$ cat src/rtl/bin2bcd_seq.sv
// Sequential binary-to-BCD converter (double dabble), one input bit per cycle.
// Supports signed input, overflow saturation and a leading-zero blanking mask.
module bin2bcd_seq #(
  parameter int BIN_W  = 20,
  parameter int DIGITS = 6,
  parameter int SIGNED = 0
) (
  input  logic                  sys_clk,
  input  logic                  sys_rst_n,
  input  logic                  start,
  input  logic [BIN_W-1:0]      data_in,
  output logic                  busy,
  output logic                  done,
  output logic [4*DIGITS-1:0]   bcd_out,
  output logic                  neg,
  output logic                  overflow,
  output logic [DIGITS-1:0]     lz_mask
);

  localparam int BCD_W = 4 * DIGITS;
  localparam int SR_W  = BCD_W + BIN_W;
  localparam int CNT_W = $clog2(BIN_W);
  localparam logic [DIGITS-1:0] LZ_RST = ~DIGITS'(1);

  typedef enum logic [1:0] {IDLE, SHIFT, FINISH} state_t;

  state_t              state_q, state_d;
  logic [SR_W-1:0]     sr_q, sr_d;
  logic [CNT_W-1:0]    cnt_q, cnt_d;
  logic                sign_q, sign_d;
  logic                ovf_q, ovf_d;
  logic                busy_q, busy_d;
  logic                done_q, done_d;
  logic [BCD_W-1:0]    bcd_q, bcd_d;
  logic                neg_q, neg_d;
  logic                overflow_q, overflow_d;
  logic [DIGITS-1:0]   lz_q, lz_d;

  logic [BIN_W-1:0]    mag;
  logic                in_neg;
  logic [SR_W-1:0]     sr_adj;
  logic [BCD_W-1:0]    fin_bcd;
  logic [DIGITS-1:0]   lz_calc;

  assign in_neg = (SIGNED != 0) && data_in[BIN_W-1];
  assign mag    = in_neg ? -data_in : data_in;

  // Add-3 correction on every BCD nibble before the shift; binary part passes through.
  assign sr_adj[BIN_W-1:0] = sr_q[BIN_W-1:0];
  generate
    for (genvar gi = 0; gi < DIGITS; gi++) begin : g_adj
      logic [3:0] nib;
      assign nib = sr_q[BIN_W + 4*gi +: 4];
      assign sr_adj[BIN_W + 4*gi +: 4] = (nib > 4'd4) ? nib + 4'd3 : nib;
    end
  endgenerate

  assign fin_bcd = ovf_q ? {DIGITS{4'h9}} : sr_q[SR_W-1 -: BCD_W];

  // Blank a digit only when it and every digit above it are zero; units never blank.
  always_comb begin
    logic zero_run;
    zero_run = 1'b1;
    lz_calc  = '0;
    for (int i = DIGITS - 1; i >= 1; i--) begin
      zero_run   = zero_run && (fin_bcd[4*i +: 4] == 4'd0);
      lz_calc[i] = zero_run;
    end
  end

  always_comb begin
    state_d    = state_q;
    sr_d       = sr_q;
    cnt_d      = cnt_q;
    sign_d     = sign_q;
    ovf_d      = ovf_q;
    busy_d     = busy_q;
    done_d     = 1'b0;
    bcd_d      = bcd_q;
    neg_d      = neg_q;
    overflow_d = overflow_q;
    lz_d       = lz_q;
    case (state_q)
      IDLE: begin
        if (start) begin
          state_d = SHIFT;
          sr_d    = {{BCD_W{1'b0}}, mag};
          sign_d  = in_neg;
          ovf_d   = 1'b0;
          busy_d  = 1'b1;
          cnt_d   = CNT_W'(BIN_W - 1);
        end
      end
      SHIFT: begin
        sr_d  = {sr_adj[SR_W-2:0], 1'b0};
        ovf_d = ovf_q | sr_adj[SR_W-1];
        if (cnt_q == '0) begin
          state_d = FINISH;
        end else begin
          cnt_d = cnt_q - CNT_W'(1);
        end
      end
      FINISH: begin
        bcd_d      = fin_bcd;
        overflow_d = ovf_q;
        neg_d      = sign_q;
        lz_d       = lz_calc;
        done_d     = 1'b1;
        busy_d     = 1'b0;
        state_d    = IDLE;
      end
      default: state_d = IDLE;
    endcase
  end

  always_ff @(posedge sys_clk or negedge sys_rst_n) begin
    if (!sys_rst_n) begin
      state_q    <= IDLE;
      sr_q       <= '0;
      cnt_q      <= '0;
      sign_q     <= 1'b0;
      ovf_q      <= 1'b0;
      busy_q     <= 1'b0;
      done_q     <= 1'b0;
      bcd_q      <= '0;
      neg_q      <= 1'b0;
      overflow_q <= 1'b0;
      lz_q       <= LZ_RST;
    end else begin
      state_q    <= state_d;
      sr_q       <= sr_d;
      cnt_q      <= cnt_d;
      sign_q     <= sign_d;
      ovf_q      <= ovf_d;
      busy_q     <= busy_d;
      done_q     <= done_d;
      bcd_q      <= bcd_d;
      neg_q      <= neg_d;
      overflow_q <= overflow_d;
      lz_q       <= lz_d;
    end
  end

  assign busy     = busy_q;
  assign done     = done_q;
  assign bcd_out  = bcd_q;
  assign neg      = neg_q;
  assign overflow = overflow_q;
  assign lz_mask  = lz_q;

endmodule
$ cat config.mk
export PLATFORM = sky130hd
export DESIGN_NAME = bin2bcd_seq
export DESIGN_NICKNAME = d
export VERILOG_FILES = /design/src/rtl/bin2bcd_seq.sv
export SDC_FILE = /design/constraint.sdc
export NUM_CORES = 1
export LEC_CHECK = 0
export BUFFER_PORTS_ARGS = -buffer_cell sky130_fd_sc_hd__buf_2
export CORE_MARGIN = 2
export CORE_UTILIZATION = 40
export DETAILED_ROUTE_END_ITERATION = 10
export SLEW_MARGIN = 20
export SYNTH_ARGS = -nofsm -noshare
export SYNTH_HDL_FRONTEND = slang
export SYNTH_SLANG_ARGS = --single-unit
$ cat constraint.sdc
create_clock -name sys_clk -period 2.8 [get_ports sys_clk]
set_input_delay 0.42 -clock sys_clk [delete_from_list [all_inputs] [get_ports sys_clk]]
set_output_delay 0.42 -clock sys_clk [all_outputs]
set_load 0.01 [all_outputs]
# Yosys cells after proc, flatten, opt, wreduce, memory -nomap -nowiden
# Index checks and enable logic that the tools add are counted.
# classes
n_reduce_logical	17
eq_ne	5
bitwise_logic	1
order_cmp	6
n_addsub	7
muxes	20
# ops
operator	count
44-bit one-hot mux with 2 select lines	1
44-bit two-way mux	1
4-bit by 2-bit adder with 4-bit output, second input constant	6
4-bit by 3-bit greater-than comparator with 1-bit output, second input constant	6
24-bit two-way mux	1
4-bit two-way mux	6
4-bit zero test	5
5-bit two-way mux	2
5-bit one-hot mux with 2 select lines	1
2-bit inequality test, second input constant	3
2-bit AND reduction	3
5-bit zero test	1
5-bit by 1-bit subtractor with 5-bit output, second input constant	1
1-bit logical AND	4
2-bit two-way mux	2
1-bit one-hot mux with 2 select lines	2
2-bit one-hot mux with 2 select lines	1
2-bit nonzero test	2
1-bit two-way mux	3
3-bit AND reduction	1
2-bit by 1-bit equality test with 1-bit output, second input constant	1
2-bit equality test, second input constant	1
2-bit zero test	1
1-bit OR	1
# totals
out_inout_bits	34
wordCells	65
register_bits	84
inputBits	23

# Logic depth before layout (Yosys ltp)
# Gate-level depths: netlist of the first run.
# depth
depth_word	6
mapped_depth	6
mapped_depth_nobuf	5

# Worst setup path before layout of the first run
# Ideal clock, no wire load.
# synth_timing
path_type	register -> register
from	reg cnt_q[0]
to	reg cnt_q[0]
arrival_time_ns	1.434
t_required_ns	2.662
stages_incl_launch_ff	7
period_less_slack_ns	1.572
setup_ns	0.138
setup_slack_ns	1.228
n_path_buf	1
path_cell_list	dfrtp_1 inv_1 ha_1 or4b_1 buf_2 a211oi_1 a31oi_1
# synth_via
elab_chain_cells	3
word_cells_on_any_way	6
cone_classes	1 x add/sub; 1 x eq/ne; 2 x mux; 2 x reduce/logical
# synth_lines
element	line_no	rtl
from (decl)	29	logic [CNT_W-1:0] cnt_q, cnt_d;
from (signal assigned)	132	cnt_q <= cnt_d;
5-bit by 1-bit subtractor with 5-bit output or 5-bit zero test (tied branches)	100, 97	
5-bit two-way mux or 2-bit inequality test (tied branches)	-	
5-bit one-hot mux with 2 select lines or 3-bit AND reduction (tied branches)	-	
# Several ways; a longest one is shown, not always the timed one. The select of a mux whose other input is x is not followed.
# A chain may end at the register's enable or synchronous reset.

# Worst setup path in the final report of the first run
# layout_timing
from	reg state_q[1]
to	reg sr_q[23]
# layout_via
elab_chain_cells	3
word_cells_on_any_way	6
cone_classes	2 x eq/ne; 1 x mux; 3 x reduce/logical
# layout_lines
element	line_no	rtl
from (decl)	27	state_t state_q, state_d;
from (signal assigned)	130	state_q <= state_d;
2-bit by 1-bit equality test with 1-bit output or 2-bit zero test (tied branches)	83	case (state_q)
2-bit nonzero test (no source line) or 2-bit inequality test (tied branches)	-	
2-bit AND reduction (no source line)	-	
to (signal assigned)	131	sr_q <= sr_d;
to (decl)	28	logic [SR_W-1:0] sr_q, sr_d;
# Several ways; a longest one is shown, not always the timed one.

==> flow_summary.ini, run 1 <==
[sta]
fin_worst_skew_ns = 0.00993
finalHoldWorstSlack_ns = 0.297
grt_setup_unrepaired = no
hold_violations = 0
fin_ws_ns = 1.02
slew_violations = 0
finalSetupTns_ns = 0
fmax_mhz = 561
fin_crit_sh = 0.636
period_minus_slack_ns = 1.78
tightestPinTransition_ns = 0.650
finalSetupViolCount = 0
slew_headroom = 0.566

[clock_network]
cts_tree = done
cts_buffers = 9
holdBufCountCts = 1
post_cts_resized = 0
cts.sinks = 84
clk_latency_ns = 0.34
cts-root-buf = clkbuf_8
post-cts-setup-buffers = 0
htree_levels = 3
cts_buffer_depth = 2
cts.clk_slew.worst_paths_ns = 0.08

[synth]
ys_warn_count = 0
seq_area_frac_synth = 0.540
postSynthCellCount = 416
mappedNetlistArea_mm2 = 0.00390
synthDistinctLibCells = 37
synth-seq-cells = 84
syn_area_per_cell_um2 = 9.38

[cells_and_area]
nNetsFinal = 487
syn_to_final_growth_pct = 13.9
antennaDiodeCount = 0
final_layout_size_suffix_gt1_frac = 0.184
fillCellCount = 962

[floorplanning]
ios = 57
start_util = 0.405
rows = 36
dieArea_mm2 = 0.0106
die_w_um = 103
fp.coreArea_mm2 = 0.00964
die_h_um = 103

[grt]
grt_use_met3 = 0.0420
grt_pass1_wl_um = 14200
antenna_found_initial = 0
grt_pass1_vias = 2942
top_usage_layer = met2
grt_max_degree = 82
overflow = 0
met1_usage = 0.250
grt_usage = 0.171
grt_util_met2 = 0.256

[setup_path]
arrival_ns = 2.01
crit_path_start_kind = flip-flop
path_max_fanout = 34
required_ns = 3.02
criticalPathCategory = reg2reg
critPathCaptureType = flip-flop

[drt]
drtIter0Drc = 106
drt_wl_total_um = 8260
viasPerCell = 5.17
vias = 3074
drc = 0
drt_first_pass_iters = 4
ant_nets = 0
wl_per_cell_um = 13.9

[pwr]
ir_worst_vdd_uv = 421
p_total_mw = 4.81
powerDensity_mw_per_mm2 = 1080
p_leak_nw = 2.08

[hold_path]
min_path_type = in2reg

[outcome]
status = completed

[placement]
hpwlAfterDp_um = 5570
place_ws_ns = 1.03
portBuffers = 54
gp_congestion = 0.797

[job]
cap_violations = 0
-- power by group --
part	switching (mW)	total, mW	internal, mW
logic	1.04	1.92	0.871
registers	0.473	2.16	1.69
clock network	0.417	0.736	0.318
total	1.93	4.81	2.88
-- worst paths after layout --
path / endpoint / start / slack [ns] / cells after the start
worst max-delay path: sr_q[23] / state_q[1] / 1.02 / 4
worst min-delay path: sr_q[0] / data_in[0] / 0.30 / 3
worst max register to register: sr_q[23] / state_q[1] / 1.02 / 4
worst min register to register: lz_mask[4] / lz_mask[4] / 0.46 / 2
max in group asynchronous: lz_mask[3] / sys_rst_n / 1.76 / 3
min in group asynchronous: bcd_out[20] / sys_rst_n / 0.41 / 2
-- cells in the final DEF (no fill, tap or decap), drive strengths merged, types with 2 or more instances in the layout --
master and instances:
o31ai 26, nand2 52, nand2b 8, conb 2
clkinv 3, nand3 20, a31oi 2, nor2b 6
dfstp 5, o21ai 33, clkbuf 11, dfrtp 79
o22ai 19, nor2 52, a32o 6, inv 16
nor3 18, o21a 12, buf 62, clkinvlp 2
mux2i 8, ha 7
-- Yosys cell counts --
library cell	count	area [um^2]
and3_4	1	11.3
nor3_1	18	90.1
clkbuf_1	15	56.3
nand4_1	1	6.26
mux2i_1	8	80.1
inv_1	15	56.3
a41oi_1	1	8.76
a21oi_1	1	5.00
a31oi_2	1	12.5
o21ba_1	1	10.0
or4b_1	1	10.0
buf_2	11	55.1
dfstp_2	5	131
o21ai_0	9	45.0
nor3b_1	1	7.51
o21a_1	12	90.1
o21ai_1	24	120
nor2_1	52	195
or3b_1	1	8.76
and2b_1	1	7.51
nor4_1	1	6.26
ha_1	7	87.6
nand2b_1	8	50.1
o31ai_1	26	195
a32o_1	6	60.1
nand2_1	52	195
conb_1	1	3.75
nor2b_1	6	37.5
inv_2	1	3.75
a31oi_1	1	6.26
nor4b_1	1	8.76
buf_4	2	15.0
nand3_1	20	100
o22ai_1	19	119
dfrtp_1	79	1980
buf_1	6	22.5
a211oi_1	1	7.51
-- routing by layer --
metal  wire length, um  vias up  part of all wire
li1                  -     1531                 -
met1              4230     1456              0.51
met2              3490       83              0.42
met3               483        4             0.058
met4                55        0            0.0067
met5                 0        -                 0
-- flip-flops by register name, indices dropped and copies added (netlist names) --
signal / cells
sr_q: 44
lz_mask: 5
bcd_out: 24
state_q: 2
done: 1
cnt_q: 5
ovf_q: 1
overflow: 1
busy: 1
-- area by class of cell --
type / count / area (um^2) / share of cell area
Sequential cell: 84 / 2110 / 0.475
Multi-Input combinational cell: 283 / 1590 / 0.358
Timing Repair Buffer: 63 / 355 / 0.0800
Tap cell: 133 / 166 / 0.0375
Clock buffer: 11 / 131 / 0.0296
Inverter: 16 / 60.1 / 0.0135
Clock inverter: 5 / 30.0 / 0.00676
-- logic make-up (layout without fill, tap and decap cells) --
kind of cell / Yosys count / after routing / synth area share
buf+inv: 50 / 95 / 0.0535
compound gates: 102 / 102 / 0.174
other cells: 1 / 2 / 0.000961
simple gates: 164 / 164 / 0.188
fa+ha+maj: 7 / 7 / 0.0224
mux: 8 / 8 / 0.0205
flops: 84 / 84 / 0.540
-- critical path: stages (launching register included) --
cell and delay (ns):
dfrtp_1 0.44, nand2b_2 0.58, buf_4 0.34, o31ai_1 0.09, a32o_1 0.23
-- per-stage QoR --
stage | util | area (um^2) | instances
4_1_cts | 0.461 | 4440 | 595
2_1_floorplan | - | 3910 | 417
6_report | 0.461 | 4440 | 595
5_1_grt | 0.461 | 4440 | 595
3_3_place_gp | 0.443 | 4270 | 578
3_5_place_dp | 0.443 | 4270 | 578
Power figures use the tool's default switching activity.
==> inputs of run 2 (changes only) <==
==> constraint.sdc (replaced) <==
create_clock -name sys_clk -period 1.8 [get_ports sys_clk]
set_input_delay 0.27 -clock sys_clk [delete_from_list [all_inputs] [get_ports sys_clk]]
set_output_delay 0.27 -clock sys_clk [all_outputs]
set_load 0.01 [all_outputs]
==> flow_summary.ini, run 2 (synthesized netlist as in run 1, its figures left out) <==
[drt]
viasPerCell = 5.14
drc = 0
drtIter0Drc = 88
vias = 3083
wl_per_cell_um = 13.7
drt_first_pass_iters = 4
ant_nets = 0
drt_wl_total_um = 8230

[pwr]
ir_worst_vdd_uv = 558
powerDensity_mw_per_mm2 = 1690
p_leak_nw = 2.11

[cells_and_area]
antennaDiodeCount = 0
fillCellCount = 961
mostFrequentLayoutCells = dfrtp_1 (79), buf_2 (53), nand2_1 (52), nor2_1 (52), o31ai_1 (26)
finalInstanceArea_mm2 = 0.00451
top_register = sr_q
mostFrequentLayoutCell = dfrtp_1
nNetsFinal = 492
syn_to_final_growth_pct = 15.7
layoutNonFillerInstCount = 600
post-route-util = 0.468
largest_register_ffs = 44
final_layout_size_suffix_gt1_frac = 0.193

[setup_path]
critPathBufInv = 1
ff2ff_setup_slack_ns = 0.15
critPathMaxStageDelay_ns = 0.53
crit_path_top_delay_cell = or4b_4
rr_startpoint = cnt_q[0]
r2r_cells = 5
crit_path_start_kind = flip-flop
critPathCaptureType = flip-flop
cp-endpoint = cnt_q[0]
arrival_ns = 1.86
cp_top_family = simple AND/OR/NAND/NOR gates
required_ns = 2.01
regToRegEndpoint = cnt_q[0]
crit_cells = 5
criticalPathCategory = reg2reg
worstPathCellList = inv_1, ha_1, or4b_4, a211oi_2, a31oi_1
path_max_fanout = 7
worstSetupStartpoint = cnt_q[0]

[clock_network]
htree_levels = 3
cts_buffers = 9
cts.sinks = 84
cts_tree = done
cts-root-buf = clkbuf_8
post-cts-setup-buffers = 0
cts_buffer_depth = 2
clk_latency_ns = 0.35
cts.clk_slew.worst_paths_ns = 0.08

[sta]
finalSetupViolCount = 0
hold_violations = 0
slew_violations = 0
slew_headroom = 0.626
period_minus_slack_ns = 1.65
fin_ws_ns = 0.149
tightestPinTransition_ns = 0.561
finalSetupTns_ns = 0
fin_worst_skew_ns = 0.0112
fin_crit_sh = 0.917
grt_setup_unrepaired = no
fmax_mhz = 606

[outcome]
status = completed

[grt]
grt_use_met3 = 0.0339
grt_pass1_vias = 2886
grt_max_degree = 46
grt_pass1_wl_um = 13800
overflow = 0
grt_usage = 0.167
met1_usage = 0.236
antenna_found_initial = 0
top_usage_layer = met2
grt_util_met2 = 0.251

[job]
cap_violations = 0

[placement]
hpwlAfterDp_um = 5600
gp_congestion = 0.760
portBuffers = 54
placed_cell_area_mm2 = 0.00432
place_ws_ns = 0.106
placed_cells = 583

[floorplanning]
ios = 57
dieArea_mm2 = 0.0106
fp.coreArea_mm2 = 0.00964
rows = 36
start_util = 0.405
die_w_um = 103
die_h_um = 103

[hold_path]
min_path_type = in2reg
==> run 2: through the flow <==
| stage | total power [mW] | hold WS, ns |
|---|---|---|
| floorplan | 5.55 | -0.0256 |
| finish | 7.64 | 0.106 |
| CTS | 7.71 | 0.0925 |
| global route | 8.32 | 0.104 |
| detailed placement | 6.47 | 0.303 |
| global placement | 6.35 | 0.300 |
==> run 2: layer usage <==
metal  vias to the layer above  share of wire
li1                       1539              -
met1                      1458           0.50
met2                        74           0.43
met3                        12          0.051
met4                         0          0.019
met5                         -              0
==> run 2: how the worst min path moves through the flow <==
stage / from / cells past startpoint / slack, ns / end
4_1_cts: data_in[0] / 3 / 0.09 / sr_q[0]
3_5_place_dp: sys_rst_n / 1 / 0.30 / bcd_out[22]
2_1_floorplan: sys_rst_n / 0 / -0.03 / bcd_out[0]
6_report: data_in[0] / 3 / 0.11 / sr_q[0]
3_3_place_gp: sys_rst_n / 1 / 0.30 / bcd_out[20]
5_1_grt: data_in[0] / 3 / 0.10 / sr_q[0]
==> run 2: cell type report <==
class | instances | area, um^2 | area share
Clock buffer | 15 | 166 | 0.0369
Tap cell | 133 | 166 | 0.0369
Clock inverter | 1 | 7.51 | 0.00166
Inverter | 16 | 60.1 | 0.0133
Sequential cell | 84 | 2110 | 0.467
Multi-Input combinational cell | 283 | 1600 | 0.354
Timing Repair Buffer | 68 | 405 | 0.0898
==> run 2: report_power, final <==
part | switching [mW] | leakage, nW | internal [mW] | total [mW]
Clock | 0.637 | 0.0840 | 0.581 | 1.22
Sequential | 0.680 | 1.03 | 2.63 | 3.31
Combinational | 1.68 | 0.999 | 1.43 | 3.11
Total | 3.00 | 2.11 | 4.64 | 7.64
==> run 2: timing repair <==
| action | CTS | global route |
|---|---|---|
| hold buffers | 1 | 0 |
| hold endpoints to repair | 34 | 0 |
| endpoints found under the setup margin | 0 | 1 |
| resized for setup | 0 | 2 |
==> run 2: worst register-to-register path: stages, from the launching register on <==
cell and delay, ns:
dfrtp_1 0.43, inv_1 0.08, ha_1 0.19, or4b_4 0.53, a211oi_2 0.23, a31oi_1 0.06
==> inputs of run 3 (changes only) <==
--- a/config.mk
+++ b/config.mk
@@ -5,6 +5,7 @@
 export SDC_FILE = /design/constraint.sdc
 export NUM_CORES = 1
 export LEC_CHECK = 0
+export ABC_AREA = 1
 export BUFFER_PORTS_ARGS = -buffer_cell sky130_fd_sc_hd__buf_2
 export CORE_MARGIN = 2
 export CORE_UTILIZATION = 40
==> flow_summary.ini, run 3 <==
[grt]
antenna_found_initial = 0
grt_usage = 0.176
grt_pass1_wl_um = 14100
grt_max_degree = 38
overflow = 0
met1_usage = 0.241
grt_util_met2 = 0.279
grt_pass1_vias = 2883
top_usage_layer = met2
grt_use_met3 = 0.0435

[sta]
finalSetupViolCount = 0
grt_setup_unrepaired = no
hold_violations = 0
fin_worst_skew_ns = 0.0104
fin_crit_sh = 0.815
finalHoldWorstSlack_ns = 0.162
finalSetupTns_ns = 0
period_minus_slack_ns = 1.47
slew_violations = 0
fmax_mhz = 681

[synth]
synth_most_common_cell = dfrtp_1
synth-seq-cells = 84
postSynthCellCount = 425
mappedNetlistArea_mm2 = 0.00380
netlist.area_leader.share = 0.520
ys_top_cells_by_area = dfrtp_1 (52%), nand2_1 (6.5%), inv_1 (5.9%), o21ai_0 (5.7%), a21oi_1 (5.0%)
seq_area_frac_synth = 0.554
synthDistinctLibCells = 29
syn_area_per_cell_um2 = 8.95
synth_flop_cell = dfrtp_1
synthTopCellsByCount = dfrtp_1 (79), nand2_1 (66), inv_1 (60), o21ai_0 (43), a21oi_1 (38)
synth_top_area_cell = dfrtp_1
ys_warn_count = 0
synth_edf_count = 0
async_flop_share = 1.00

[cells_and_area]
largest_register_ffs = 44
antennaDiodeCount = 0
register_area_mm2 = 0.00211
top_register = sr_q
final_layout_size_suffix_gt1_frac = 0.217
mostFrequentLayoutCells = dfrtp_1 (79), nand2_1 (66), inv_1 (60)
nNetsFinal = 517
finalInstanceArea_mm2 = 0.00443
fillCellCount = 893
mostFrequentLayoutCell = dfrtp_1
multi_input_area_mm2 = 0.00136
layoutNonFillerInstCount = 621
syn_to_final_growth_pct = 16.4

[setup_path]
cp_common_cell = nand2_1
critPathCaptureType = flip-flop
criticalPathCategory = reg2reg
critPathMaxStageDelay_ns = 0.38
crit_path_top_delay_cell = dfrtp_1
worstPathCellList = inv_1, ha_1, nand4_1, nand2_1, nand2_1, nand2_1, o21ai_0
regToRegEndpoint = cnt_q[2]
path_max_fanout = 8
crit_path_start_kind = flip-flop
rr_startpoint = cnt_q[0]
ff2ff_setup_slack_ns = 0.33
cp_top_family = simple AND/OR/NAND/NOR gates
r2r_cells = 7
required_ns = 2.03
arrival_ns = 1.69
critPathBufInv = 1

[hold_path]
min_from = data_in[0]
min_path_type = in2reg
hold_end = sr_q[0]
whs_path_depth = 2

[outcome]
status = completed

[clock_network]
post-cts-setup-buffers = 0
cts.clk_slew.worst_paths_ns = 0.08
holdBufCountCts = 1
post_cts_resized = 0
cts-root-buf = clkbuf_8
cts_buffers = 9
htree_levels = 3
cts_tree = done
clk_latency_ns = 0.36
cts_buffer_depth = 2
cts.sinks = 84

[pwr]
powerDensity_mw_per_mm2 = 1810
p_leak_nw = 2.23
ir_worst_vdd_uv = 790

[drt]
drt_wl_total_um = 8260
wl_per_cell_um = 13.3
viasPerCell = 4.85
drtIter0Drc = 156
ant_nets = 0
vias = 3013
drt_first_pass_iters = 4
drc = 0

[placement]
placed_cell_area_mm2 = 0.00425
portBuffers = 54
gp_congestion = 0.813
hpwlAfterDp_um = 5860
placed_cells = 604

[floorplanning]
start_util = 0.412
die_w_um = 102
rows = 35
fp.coreArea_mm2 = 0.00924
dieArea_mm2 = 0.0103
die_h_um = 102
ios = 57

[job]
cap_violations = 0
## run 3: cell families after synthesis
| group | share of synthesized area |
|---|---|
| AO/OA/AOI/OAI | 0.185 |
| AND/OR/NAND/NOR | 0.142 |
| flip-flops | 0.554 |
| buffers and inverters | 0.0901 |
| adder cells (fa/ha/maj) | 0.0230 |
| XOR/XNOR | 0.00460 |
| other | 0.000986 |
## run 3: metal layers
metal	wire [um]	up-vias	part of all wire
met5	0	-	0
met4	96	0	0.012
met3	335	8	0.041
met2	3770	57	0.46
met1	4060	1435	0.49
li1	-	1513	-
## run 3: per-stage QoR
step	total power [mW]	utilization	worst slack, ns
after floorplan	5.83	-	0.521
after global placement	6.75	0.460	0.355
after detailed placement	6.87	0.460	0.327
after CTS	8.09	0.479	0.316
after global routing	8.86	0.479	0.154
final	8.04	0.479	0.332
## run 3: area by class of cell
| cell class | instances | area share |
|---|---|---|
| multi-input combinational | 259 | 0.306 |
| timing repair buffer | 67 | 0.0870 |
| clock inverter | 5 | 0.00621 |
| clock buffer | 11 | 0.0319 |
| sequential | 84 | 0.476 |
| inverter | 66 | 0.0559 |
| tap | 129 | 0.0364 |
## run 3: worst register-to-register path, cell delays in order (launching register included)
cell     delay (ns)
dfrtp_1        0.38
inv_1          0.11
ha_1           0.22
nand4_1        0.13
nand2_1        0.12
nand2_1        0.18
nand2_1        0.11
o21ai_0        0.09
## run 3: worst max-delay path by stage
stage | start | to | depth (start not counted)
3_5_place_dp | sr_q[20] | sr_q[22] | 6
4_1_cts | cnt_q[0] | cnt_q[2] | 7
3_3_place_gp | cnt_q[0] | cnt_q[3] | 7
5_1_grt | cnt_q[0] | cnt_q[3] | 7
6_report | cnt_q[0] | cnt_q[2] | 7
2_1_floorplan | sr_q[20] | sr_q[21] | 6
## run 3: report_power, final
group | internal (mW) | switching [mW] | total, mW | leakage, nW
Clock | 0.530 | 0.676 | 1.21 | 0.0889
Sequential | 2.73 | 0.474 | 3.20 | 0.982
Combinational | 1.36 | 2.26 | 3.63 | 1.16
